<file path="config.mk">
export PLATFORM = sky130hd
export DESIGN_NAME = lcd_bus_scheduler
export DESIGN_NICKNAME = d
export VERILOG_FILES = /design/src/rtl/lcd_bus_scheduler.sv
export SDC_FILE = /design/constraint.sdc
export NUM_CORES = 1
export LEC_CHECK = 0
export ABC_AREA = 0
export BUFFER_PORTS_ARGS = -buffer_cell sky130_fd_sc_hd__buf_2
export CORE_UTILIZATION = 45
export CTS_BUF_LIST = sky130_fd_sc_hd__clkbuf_8
export DETAILED_ROUTE_END_ITERATION = 16
export PLACE_DENSITY_LB_ADDON = 0.1
export SLEW_MARGIN = 20
export SYNTH_ARGS = -nofsm -noshare
export SYNTH_HDL_FRONTEND = slang
export SYNTH_SLANG_ARGS = --single-unit
</file>
<file path="constraint.sdc">
create_clock -name clk -period 1.77 [get_ports clk]
set_input_delay 0.2655 -clock clk [delete_from_list [all_inputs] [get_ports clk]]
set_output_delay 0.2655 -clock clk [all_outputs]
set_load 0.005 [all_outputs]
</file>
<file path="src/rtl/lcd_bus_scheduler.sv">
// Two-port arbiter for the 8080-style LCD write bus: power-up hold-off, fixed priority
// at transaction boundaries, and wr strobe generation with programmable low/high widths.
module lcd_bus_scheduler #(
  parameter int WR_LOW    = 2,
  parameter int WR_HIGH   = 2,
  parameter int BOOT_WAIT = 16
) (
  input  logic       clk,
  input  logic       nrst,
  input  logic       req0_valid,
  input  logic [7:0] req0_data,
  input  logic       req0_dcx,
  input  logic       req0_last,
  output logic       req0_ready,
  input  logic       req1_valid,
  input  logic [7:0] req1_data,
  input  logic       req1_dcx,
  input  logic       req1_last,
  output logic       req1_ready,
  output logic       wr,
  output logic       dcx,
  output logic [7:0] D,
  output logic [1:0] grant,
  output logic       busy,
  output logic       boot_done
);

  localparam int PH_MAX = (WR_LOW > WR_HIGH) ? WR_LOW : WR_HIGH;
  localparam int PH_W   = $clog2(PH_MAX + 1);
  localparam int BT_W   = $clog2(BOOT_WAIT + 1);
  localparam logic [PH_W-1:0] LOW_END  = PH_W'(WR_LOW - 1);
  localparam logic [PH_W-1:0] HIGH_END = PH_W'(WR_HIGH - 1);
  localparam logic [BT_W-1:0] BOOT_END = BT_W'(BOOT_WAIT - 1);

  typedef enum logic [1:0] {BOOT, IDLE, LOW, HIGH} state_t;

  state_t          state_reg;
  logic [PH_W-1:0] phase_reg;
  logic [BT_W-1:0] boot_cnt_reg;
  logic            wr_reg;
  logic            dcx_reg;
  logic [7:0]      d_reg;
  logic [1:0]      grant_reg;
  logic            lock_reg;
  logic            last_reg;
  logic            boot_done_reg;

  logic [1:0]      valid_vec;
  logic [1:0]      dcx_vec;
  logic [1:0]      last_vec;
  logic [1:0][7:0] data_vec;
  logic [1:0]      sel;
  logic [1:0]      ready_vec;
  logic            acc_port;

  assign valid_vec = {req1_valid, req0_valid};
  assign dcx_vec   = {req1_dcx, req0_dcx};
  assign last_vec  = {req1_last, req0_last};
  assign data_vec  = {req1_data, req0_data};

  // While locked the owner is the only candidate, even if port 0 is waiting.
  assign sel[0] = lock_reg ? grant_reg[0] : valid_vec[0];
  assign sel[1] = lock_reg ? grant_reg[1] : (valid_vec[1] && !valid_vec[0]);

  genvar gi;
  generate
    for (gi = 0; gi < 2; gi++) begin : g_ready
      assign ready_vec[gi] = (state_reg == IDLE) && sel[gi] && valid_vec[gi];
    end
  endgenerate

  assign acc_port   = ready_vec[1];
  assign req0_ready = ready_vec[0];
  assign req1_ready = ready_vec[1];

  always_ff @(posedge clk) begin
    if (!nrst) begin
      state_reg     <= BOOT;
      phase_reg     <= '0;
      boot_cnt_reg  <= '0;
      wr_reg        <= 1'b1;
      dcx_reg       <= 1'b1;
      d_reg         <= 8'h00;
      grant_reg     <= 2'b00;
      lock_reg      <= 1'b0;
      last_reg      <= 1'b0;
      boot_done_reg <= 1'b0;
    end else begin
      case (state_reg)
        BOOT: begin
          if (boot_cnt_reg == BOOT_END) begin
            state_reg     <= IDLE;
            boot_done_reg <= 1'b1;
          end else begin
            boot_cnt_reg <= boot_cnt_reg + 1'b1;
          end
        end
        IDLE: begin
          if (|ready_vec) begin
            d_reg     <= data_vec[acc_port];
            dcx_reg   <= dcx_vec[acc_port];
            grant_reg <= ready_vec;
            lock_reg  <= ~last_vec[acc_port];
            last_reg  <= last_vec[acc_port];
            wr_reg    <= 1'b0;
            phase_reg <= '0;
            state_reg <= LOW;
          end
        end
        LOW: begin
          if (phase_reg == LOW_END) begin
            wr_reg    <= 1'b1;
            phase_reg <= '0;
            state_reg <= HIGH;
          end else begin
            phase_reg <= phase_reg + 1'b1;
          end
        end
        HIGH: begin
          // D/dcx stay put through the high phase to give the panel its hold time.
          if (phase_reg == HIGH_END) begin
            state_reg <= IDLE;
            if (last_reg) grant_reg <= 2'b00;
          end else begin
            phase_reg <= phase_reg + 1'b1;
          end
        end
        default: state_reg <= BOOT;
      endcase
    end
  end

  assign wr        = wr_reg;
  assign dcx       = dcx_reg;
  assign D         = d_reg;
  assign grant     = grant_reg;
  assign busy      = (state_reg != IDLE) || lock_reg;
  assign boot_done = boot_done_reg;

endmodule

</file>
==> results.ini <==
[logic_synthesis]
yosysWarnings = 0
synth_top_area_share_pct = 37.5
netlist-cell-type-count = 40
synth_ff_type = dfxtp_1
syn_area_um2 = 1280
synthArstFlopShare_pct = 0
synth_seq_cells = 24
ys_seq_area_share_pct = 37.5
synthTopCellsByArea = dfxtp_1 38%, ha_1 9.8%, mux2i_1 9.4%
synthesis.nets = 168
synth_top_area_cell = dfxtp_1
synth_edf_count = 0
synth.avg_cell_area_um2 = 9.56
synthCells = 134

[timing]
hold_viol_final = 0
timing.slew.headroom_pct = 71.3
layout_min_cycle_time_ns = 1.73
finClkSkew_ns = 0.00445
fmax_mhz = 577
setup_viol = 0
final_max_slew_viol_count = 0
period_share_pct = 97.8
tightest_slew_ns = 0.430

[detailed_routing]
first_pass_iters = 4
drcViolationCount = 0
drt-wirelength-per-cell_um = 12.9
viasPerCell = 5.34
drt-total-wl_um = 2740
vias = 1133
ant_nets = 0
drt-initial-drc-count = 42

[cells_and_area]
syn_to_final_growth_pct = 30.9
nNetsFinal = 217
fin_cells = 212
drive_gt1_share_pct = 39.6
nFillCells = 222
final_common_cell = buf_2
largest_reg_flops = 8
final_cell_mix = 39 x buf_2, 21 x dfxtp_1, 14 x a21oi_1
antennaDiodeCount = 0

[power_and_ir_drop]
power_frac_seq_pct = 36.2
p_clk_share_pct = 21.8
switching_share_pct = 33.3
cellLeakagePower_nw = 0.707
vdd_drop_max_uv = 1200
switchingPower_mw = 0.744
power_mw = 2.23
p_per_area_nw_per_um2 = 1330
share_comb_of_total_power_pct = 42.0
p_int_mw = 1.49

[outcome]
status = finished clean

[place]
dpl.hpwl_um = 1950
dp.cells = 202
numPortBuffers = 39
gp_congestion = 0.803

[floorplanning]
rows = 18
start_util_pct = 49.5
ioPinCount = 40
coreArea_um2 = 2590
dieArea_um2 = 3060
die_y_um = 55.4
die_x_um = 55.4

[cts]
clockBufferDepth = 2
cts_tree = done
cts_sinks = 24
cts_made_buffers = 3
clkLatencyLatePin_ns = 0.27
clk_pin_slew_worst_paths_ns = 0.09
cts_root_buf = clkbuf_8
hold_buffers = 0
ctsHtreeMaxLevel = 1

[job]
cap_violations = 0

[setup_path]
critPathLaunchType = flop
crit_type = reg -> reg
cp_data_required_time_ns = 1.92
end_kind = flop
worstPathMaxFanout = 6
crit_arrival_ns = 1.88

[global_route]
overflow = 0
grt_max_degree = 22
antenna_found_initial = 0
grt_pass1_vias = 1079
grt_pass1_wl_um = 4540
track_usage_pct = 18.3

[min_path]
hold_path_class = in -> reg

==> layout make-up <==
class | count | area, um^2 | share of cell area (%)
repair buffers | 50 | 303 | 18.1
well taps | 30 | 37.5 | 2.24
clock buffers | 3 | 41.3 | 2.46
flip-flops and latches | 24 | 484 | 28.9
clock inverters | 1 | 30.0 | 1.79
inverters | 8 | 30.0 | 1.79
multi-input cells | 96 | 751 | 44.8
==> worst max-delay path: stages (launching register included) <==
cell	delay, ns
dfxtp_2	0.35
ha_2	0.17
and3_4	0.18
ha_2	0.17
nor2b_1	0.05
buf_4	0.15
a311oi_4	0.30
buf_4	0.18
a211oi_2	0.06
==> path summary, 6_finish.rpt <==
path / start / to / slack, ns / cells past startpoint
min: req0_data[1] / D[1] / 0.28 / 3
min reg2reg: phase_reg[0] / phase_reg[0] / 0.50 / 2
max: boot_cnt_reg[1] / state_reg[0] / 0.04 / 8
max reg2reg: boot_cnt_reg[1] / state_reg[0] / 0.04 / 8
==> through the flow <==
stage	util [%]	TNS [ns]	hold slack [ns]	setup WS, ns	instance area (um^2)
6_report	64.7	0	0.280	0.0383	1680
3_5_place_dp	59.2	-0.0106	0.465	-0.0106	1530
2_1_floorplan	-	0	0.404	0.125	1280
5_1_grt	64.7	-0.0802	0.287	-0.0403	1680
4_1_cts	62.5	0	0.275	0.0231	1620
3_3_place_gp	59.2	0	0.454	0.0808	1530
==> synth_stat cells, types with 2 or more instances <==
cell,n
buf_2,3
ha_1,10
mux2i_1,12
a21oi_1,14
a21boi_1,2
inv_1,8
nor2b_1,2
o21ai_0,4
xor2_1,2
dfxtp_1,24
nand3_1,3
nand2_1,7
nor2_1,7
a311oi_1,3
nand2b_1,2
clkbuf_1,2
o21ai_1,6
==> power by group through the flow <==
stage	Clock (mW)	Sequential (mW)	Combinational, mW
6_report	0.487	0.808	0.938
5_1_grt	0.512	0.827	1.04
4_1_cts	0.501	0.806	0.858
3_5_place_dp	0	0.808	0.841
3_3_place_gp	0	0.800	0.821
2_1_floorplan	0	0.802	0.564
==> routing by layer <==
metal  up-vias  track usage, %  wire length, um
met3         2            5.39              123
met5         -               0                0
met1       525            22.5             1270
met2        25            30.6             1330
li1        581               -                -
met4         0            5.71               15
==> logic make-up after synthesis <==
logic type / Yosys count / synth area share, %
XOR/XNOR: 3 / 2.05
multiplexers: 12 / 9.38
buffers and inverters: 14 / 5.66
flip-flops: 24 / 37.5
AND/OR/NAND/NOR: 28 / 11.1
AO/OA/AOI/OAI: 43 / 24.5
adder cells (fa/ha/maj): 10 / 9.77
==> timing repair <==
action | in CTS | in global routing
cloned | 0 | 0
buffers inserted | 0 | 6
setup endpoints to repair | 2 | 4
resized for setup | 4 | 5
pin swaps | 1 | 3
No activity file was read; power rests on OpenSTA's default activity.
